===== src/rtl/baud_pkg.sv =====
// baud_pkg: shared types and constants for the fractional baud generator.
//   divisor_t - fixed-point divisor at the default 14.4 widths.
//   osCode_e  - oversample code, 0=4x, 1=8x, 2=16x, 3=32x.
//   TxMinInt / RxMinInt - smallest integer part each divider accepts.
//   rxShift() - right-shift that turns the bit divisor into the rx divisor.
package baud_pkg;

  localparam int DefIntWidth = 14;
  localparam int DefFracBits = 4;

  typedef struct packed {
    logic [DefIntWidth-1:0] intPart;
    logic [DefFracBits-1:0] fracPart;
  } divisor_t;

  typedef enum logic [1:0] {
    Os4x  = 2'd0,
    Os8x  = 2'd1,
    Os16x = 2'd2,
    Os32x = 2'd3
  } osCode_e;

  // A tx period below 2 clocks would leave no idle cycle between ticks;
  // rx is allowed to tick every cycle.
  localparam int TxMinInt = 2;
  localparam int RxMinInt = 1;

  // 4x oversampling divides the bit period by 4 (shift 2), 32x by 32 (shift 5).
  function automatic logic [2:0] rxShift(input osCode_e os);
    return {1'b0, os} + 3'd2;
  endfunction

endpackage


===== src/rtl/frac_divider.sv =====
// frac_divider: fractional down-counter. The period averages div clocks,
// where div is IntWidth.FracBits fixed point.
//   clk, nReset - clock and asynchronous active-low reset
//   enable      - run; while low the counter sits at its reload value
//   restart     - reload counter from div, clear accumulator
//   align       - load counter with half a period, clear accumulator
//   div         - divisor; integer part below MinInt is clamped to MinInt.0
//   tick        - one-cycle pulse when the counter reaches zero
module frac_divider
  import baud_pkg::*;
#(
  parameter int IntWidth = 14,
  parameter int FracBits = 4,
  parameter int MinInt = RxMinInt,
  parameter logic [IntWidth+FracBits-1:0] ResetDiv = '0
) (
  input  logic                         clk,
  input  logic                         nReset,
  input  logic                         enable,
  input  logic                         restart,
  input  logic                         align,
  input  logic [IntWidth+FracBits-1:0] div,
  output logic                         tick
);

  localparam int DivW = IntWidth + FracBits;
  localparam logic [IntWidth-1:0] One = IntWidth'(1);
  localparam logic [IntWidth-1:0] MinIntV = IntWidth'(MinInt);
  localparam logic [IntWidth-1:0] ResetIntRaw = ResetDiv[DivW-1:FracBits];
  localparam logic [IntWidth-1:0] ResetInt =
    (ResetIntRaw < MinIntV) ? MinIntV : ResetIntRaw;
  localparam logic [IntWidth-1:0] ResetCount = ResetInt - One;

  logic [IntWidth-1:0] count;
  logic [FracBits-1:0] acc;
  logic [IntWidth-1:0] intRaw, intEff, reloadCount, periodCount, halfInt, alignCount;
  logic [FracBits-1:0] fracEff, accNext;
  logic                carry;

  // Clamp, then work out the next period. A period lasts int clocks plus one
  // when the updated accumulator would overflow again on the next add; so a
  // fresh start (acc=0) always lasts exactly int clocks.
  always_comb begin
    intRaw  = div[DivW-1:FracBits];
    intEff  = intRaw;
    fracEff = div[FracBits-1:0];
    if (intRaw < MinIntV) begin
      intEff  = MinIntV;
      fracEff = '0;
    end
    reloadCount = intEff - One;
    accNext     = acc + fracEff;
    // accNext + fracEff overflows exactly when accNext exceeds ~fracEff.
    carry       = (accNext > ~fracEff);
    periodCount = reloadCount + IntWidth'(carry);
    halfInt     = intEff >> 1;
    alignCount  = (halfInt == '0) ? '0 : (halfInt - One);
  end

  assign tick = enable && (count == '0);

  // Counter and accumulator; align beats restart so an rx start edge wins
  // over a simultaneous bit-boundary re-phase.
  always_ff @(posedge clk or negedge nReset) begin
    if (!nReset) begin
      count <= ResetCount;
      acc   <= '0;
    end else if (!enable) begin
      count <= reloadCount;
      acc   <= '0;
    end else if (align) begin
      count <= alignCount;
      acc   <= '0;
    end else if (restart) begin
      count <= reloadCount;
      acc   <= '0;
    end else if (count == '0) begin
      count <= periodCount;
      acc   <= accNext;
    end else begin
      count <= count - One;
    end
  end

endmodule


===== src/rtl/frac_baud_gen.sv =====
// frac_baud_gen: UART baud tick generator with a fractional divisor.
//   clk, nReset - clock and asynchronous active-low reset
//   syncReset   - synchronous reset to the default configuration
//   enable      - run tick generation
//   cfgValid/cfgReady/cfgDiv/cfgOs - configuration handshake; a new
//                 configuration takes effect on the next bit boundary
//   rxSync      - start-edge pulse; moves rx ticks to mid-sample
//   txTick      - one pulse per bit period
//   rxTick      - one pulse per oversample period
module frac_baud_gen
  import baud_pkg::*;
#(
  parameter int IntWidth = 14,
  parameter int FracBits = 4,
  parameter int DefaultDiv = 166667,
  parameter int DefaultOs = 2
) (
  input  logic                         clk,
  input  logic                         nReset,
  input  logic                         syncReset,
  input  logic                         enable,
  input  logic                         cfgValid,
  output logic                         cfgReady,
  input  logic [IntWidth+FracBits-1:0] cfgDiv,
  input  logic [1:0]                   cfgOs,
  input  logic                         rxSync,
  output logic                         txTick,
  output logic                         rxTick
);

  localparam int DivW = IntWidth + FracBits;
  localparam logic [DivW-1:0] DefDivV = DivW'(DefaultDiv);
  localparam osCode_e DefOsV = osCode_e'(2'(DefaultOs));
  localparam logic [DivW-1:0] DefRxDivV = DefDivV >> rxShift(DefOsV);

  logic [DivW-1:0] divReg, pendDiv, effDiv, rxDiv;
  osCode_e         osReg, pendOs, effOs;
  logic            pending, accept, apply;
  logic            txRestart, rxRestart, rxAlign;

  assign cfgReady  = !pending;
  assign accept    = cfgValid && cfgReady;
  assign apply     = pending && (txTick || !enable);
  assign txRestart = syncReset || apply;
  assign rxRestart = txRestart || txTick;
  assign rxAlign   = rxSync && !syncReset;

  // The dividers see the configuration that will be live next cycle, so a
  // restart on apply or syncReset reloads from the new values right away.
  always_comb begin
    effDiv = divReg;
    effOs  = osReg;
    if (syncReset) begin
      effDiv = DefDivV;
      effOs  = DefOsV;
    end else if (apply) begin
      effDiv = pendDiv;
      effOs  = pendOs;
    end
    rxDiv = effDiv >> rxShift(effOs);
  end

  // Live configuration plus a single pending slot; offers made while the
  // slot is full are dropped, not queued.
  always_ff @(posedge clk or negedge nReset) begin
    if (!nReset) begin
      divReg  <= DefDivV;
      osReg   <= DefOsV;
      pendDiv <= DefDivV;
      pendOs  <= DefOsV;
      pending <= 1'b0;
    end else if (syncReset) begin
      divReg  <= DefDivV;
      osReg   <= DefOsV;
      pendDiv <= DefDivV;
      pendOs  <= DefOsV;
      pending <= 1'b0;
    end else begin
      if (apply) begin
        divReg  <= pendDiv;
        osReg   <= pendOs;
        pending <= 1'b0;
      end
      if (accept) begin
        pendDiv <= cfgDiv;
        pendOs  <= osCode_e'(cfgOs);
        pending <= 1'b1;
      end
    end
  end

  frac_divider #(
    .IntWidth(IntWidth),
    .FracBits(FracBits),
    .MinInt  (TxMinInt),
    .ResetDiv(DefDivV)
  ) txDiv (
    .clk    (clk),
    .nReset (nReset),
    .enable (enable),
    .restart(txRestart),
    .align  (1'b0),
    .div    (effDiv),
    .tick   (txTick)
  );

  frac_divider #(
    .IntWidth(IntWidth),
    .FracBits(FracBits),
    .MinInt  (RxMinInt),
    .ResetDiv(DefRxDivV)
  ) rxDivider (
    .clk    (clk),
    .nReset (nReset),
    .enable (enable),
    .restart(rxRestart),
    .align  (rxAlign),
    .div    (rxDiv),
    .tick   (rxTick)
  );

endmodule


===== config.mk =====
export PLATFORM = sky130hd
export DESIGN_NAME = frac_baud_gen
export DESIGN_NICKNAME = d
export VERILOG_FILES = /design/src/rtl/baud_pkg.sv /design/src/rtl/frac_divider.sv /design/src/rtl/frac_baud_gen.sv
export SDC_FILE = /design/constraint.sdc
export NUM_CORES = 1
export LEC_CHECK = 0
export ABC_AREA = 1
export CAP_MARGIN = 20
export CORE_ASPECT_RATIO = 0.75
export CORE_MARGIN = 4
export CORE_UTILIZATION = 44
export CTS_BUF_LIST = sky130_fd_sc_hd__clkbuf_8
export CTS_CLUSTER_DIAMETER = 40
export DETAILED_ROUTE_END_ITERATION = 8
export HOLD_SLACK_MARGIN = 0.06
export MAX_ROUTING_LAYER = met4
export SYNTH_ARGS = -nofsm -noshare
export SYNTH_HDL_FRONTEND = slang
export SYNTH_SLANG_ARGS = --single-unit

===== constraint.sdc =====
create_clock -name clk -period 7.4 [get_ports clk]
set_input_delay 1.48 -clock clk [delete_from_list [all_inputs] [get_ports clk]]
set_output_delay 1.48 -clock clk [all_outputs]
set_load 0.01 [all_outputs]

==> reports/qor.yml <==
outcome:
  status: "finished, final reports clean"
place:
  place_ws_ns: 0.307
  place.gp.congestion: 0.973
  port_buffers: 28
  dpl.hpwl_um: 14200
  place_area_sq_um: 7140
  place_inst: 1180
sta:
  slew_violations: 0
  finalSetupViolCount: 0
  clock_skew_ns: 0.0146
  grt_setup_unrepaired: "no"
  post-route-period-util: 0.921
  worst_pin_slew_ns: 1.00
  max_freq_mhz: 147
  min_period_ns: 6.81
  setup_ws_ns: 0.586
  maxSlewHeadroom: 0.331
  fin_setup_tns_ns: 0
  hold_viol: 0
global_route:
  grt_util_all_layers: 0.229
  grt_remaining_overflow: 0
  grt_max_degree: 78
  use_met2: 0.287
  gr-usage-met1: 0.367
  grt_pass1_vias: 5659
  grt_use_met3: 0.0429
  antenna_found_initial: 0
  globalRoute.busiestLayer: "met1"
  grt_pass1_wl_um: 30500
route:
  antenna_left: 0
  drtPass1Iterations: 5
  via_per_inst: 5.24
  post_drt_wl_per_cell_um: 15.3
  drt-total-wl_um: 18300
  num_vias: 6272
  drc: 0
  drt_iter0_markers: 776
worst_setup_path:
  worstPathRequired_ns: 7.70
  timing.rr.end: "rxDivider.count[6]"
  critPathLaunchType: "primary input"
  path_max_fanout: 27
  r2r_setup_slack_ns: 1.25
  critPathKind: "in -> reg"
  critPathSlowestCell: "clkdlybuf4s50_1"
  worst_r2r_path_depth: 39
  max_stage_delay_ns: 0.63
  cp.arrival_ns: 7.11
  path_common_cell: "nand2_1"
  reg2reg_from: "txDiv.count[0]"
  crit_path_end_kind: "flip-flop"
synth:
  synth_seq_cells: 77
  synth_flop_cell: "dfrtp_1"
  syn-num-nets: 1019
  synth-seq-area-share: 0.293
  synth-edff-count: 0
  ys_warn_count: 0
  synthCells: 968
  syn_area_sq_um: 6700
  synth_cell_type_count: 57
  avgSynthCellArea_sq_um: 6.93
  async_reset_ff_frac: 1.00
cts:
  htree_levels: 3
  clk_pin_slew_ns: 0.09
  postCtsResizedCells: 0
  numClockSinks: 77
  cts-root-buf: "clkbuf_8"
  clk_latency_ns: 0.38
  cts_tree: "yes"
  ctsHoldBuffers: 0
  cts_buffers: 9
  cts_setup_buffers: 0
  clockBufferDepth: 2
finish:
  final_common_cell: "nand2_1"
  drive_above_1_share: 0.133
  area_delta_synth_final_pct: 9.85
  finalNonFillerCells: 1197
  diodes: 0
  design_area_sq_um: 7360
  mostFrequentLayoutCells: "nand2_1, inv_1, nand3_1, nor2_1, o21ai_0"
  final_nets: 1043
hold_path:
  hold_class: "reg -> reg"
  whs_endpoint: "pendDiv[8]"
  hold_start: "pendDiv[8]"
  min_path_cells: 2
power_and_ir_drop:
  clkPwrFrac: 0.286
  pwr-share-comb: 0.305
  leakagePower_nw: 3.61
  switchingPower_mw: 0.456
  seqPwrFrac: 0.409
  power_mw: 1.21
  internal_power_mw: 0.753
  sw_frac_of_total: 0.377
  power_density_nw_per_um2: 164
  ir_drop_mv: 0.131
floorplanning:
  coreArea_sq_um: 14700
  initial_core_util: 0.456
  ios: 29
  row_count: 38
  die_w_um: 151
  fp.dieArea_sq_um: 17300
  die_h_um: 115
flow_run:
  cap_viol_max_count: 0
-- flip-flops by register name (all words and copies together), names as in the netlist --
register / count
divReg: 18
pendDiv: 18
txDiv.acc: 4
pending: 1
rxDivider.count: 14
rxDivider.acc: 4
osReg: 2
txDiv.count: 14
pendOs: 2
-- how the worst max path moves through the flow --
stage	startpoint	endpoint	slack, ns	cells after the start
after global placement	enable	txDiv.count[8]	0.26	36
after CTS	enable	txDiv.count[8]	0.68	36
after detailed placement	enable	txDiv.count[12]	0.31	34
after floorplan	syncReset	txDiv.count[12]	1.46	35
final	enable	rxDivider.count[6]	0.59	34
after global routing	enable	rxDivider.count[6]	0.08	36
-- layer usage --
layer | share of wire | vias up
met4 | 0.014 | 0
met2 | 0.37 | 234
met3 | 0.078 | 22
li1 | - | 3190
met5 | 0 | -
met1 | 0.54 | 2826
-- power by group through the flow --
stage / clock (mW) / combinational (mW) / sequential (mW)
4_1_cts: 0.358 / 0.364 / 0.493
2_1_floorplan: 0 / 0.275 / 0.491
3_5_place_dp: 0 / 0.362 / 0.501
6_report: 0.346 / 0.368 / 0.494
5_1_grt: 0.373 / 0.417 / 0.499
3_3_place_gp: 0 / 0.366 / 0.500
-- area by class of cell --
| class | instances | area [sq um] |
|---|---|---|
| Tap cell | 200 | 250 |
| Clock buffer | 9 | 124 |
| Inverter | 155 | 584 |
| Clock inverter | 7 | 80.1 |
| Timing Repair Buffer | 36 | 363 |
| Sequential cell | 77 | 1960 |
| Fill cell | 1497 | 7330 |
| Multi-Input combinational cell | 713 | 4000 |
-- critical path, delay by kind of cell --
| kind | cells | cell delay, ns |
|---|---|---|
| buffers and inverters | 6 | 1.16 |
| and+or+nand+nor | 17 | 2.34 |
| adders and majority gates | 4 | 0.86 |
| AOI/OAI and AO/OA | 6 | 1.07 |
| xor gates and xnor gates | 1 | 0.17 |
-- metrics by stage --
stage | hold slack, ns | util
after floorplan | 0.451 | -
after global placement | 0.481 | 0.486
after detailed placement | 0.483 | 0.486
after CTS | 0.496 | 0.500
after global routing | 0.518 | 0.501
final | 0.493 | 0.501
-- synth_stat cells (3+ instances only) --
library cell | n | share of area
nand2_1 | 221 | 0.12
inv_1 | 141 | 0.079
nand3_1 | 100 | 0.075
nor2_1 | 85 | 0.048
o21ai_0 | 53 | 0.040
a21oi_1 | 47 | 0.035
dfrtp_1 | 47 | 0.18
dfstp_2 | 30 | 0.12
xor2_1 | 27 | 0.035
ha_1 | 24 | 0.045
nand2_2 | 17 | 0.016
nor2_2 | 12 | 0.011
xnor2_1 | 12 | 0.016
nand3_2 | 11 | 0.016
inv_2 | 9 | 0.0050
nor3_1 | 9 | 0.0067
o21ai_1 | 8 | 0.0060
clkbuf_1 | 7 | 0.0039
nand4_1 | 7 | 0.0065
nor2_4 | 7 | 0.012
o211ai_1 | 7 | 0.0078
a22oi_1 | 6 | 0.0067
a31oi_1 | 5 | 0.0047
buf_2 | 5 | 0.0037
o22a_1 | 5 | 0.0065
buf_6 | 4 | 0.0067
clkinv_1 | 4 | 0.0022
nand3_4 | 4 | 0.010
nor4_1 | 4 | 0.0037
o22ai_1 | 4 | 0.0037
a22o_1 | 3 | 0.0039
buf_4 | 3 | 0.0034
nand2_4 | 3 | 0.0050
nand3b_1 | 3 | 0.0034
xor2_2 | 3 | 0.0073
-- cells by family after synthesis --
group	synth area share
and+or+nand+nor	0.356
buffers and inverters	0.110
AOI/OAI and AO/OA	0.133
DFF	0.293
xor gates and xnor gates	0.0582
adders and majority gates	0.0478
muxes	0.00149
No activity file was read; power rests on OpenSTA's default activity.
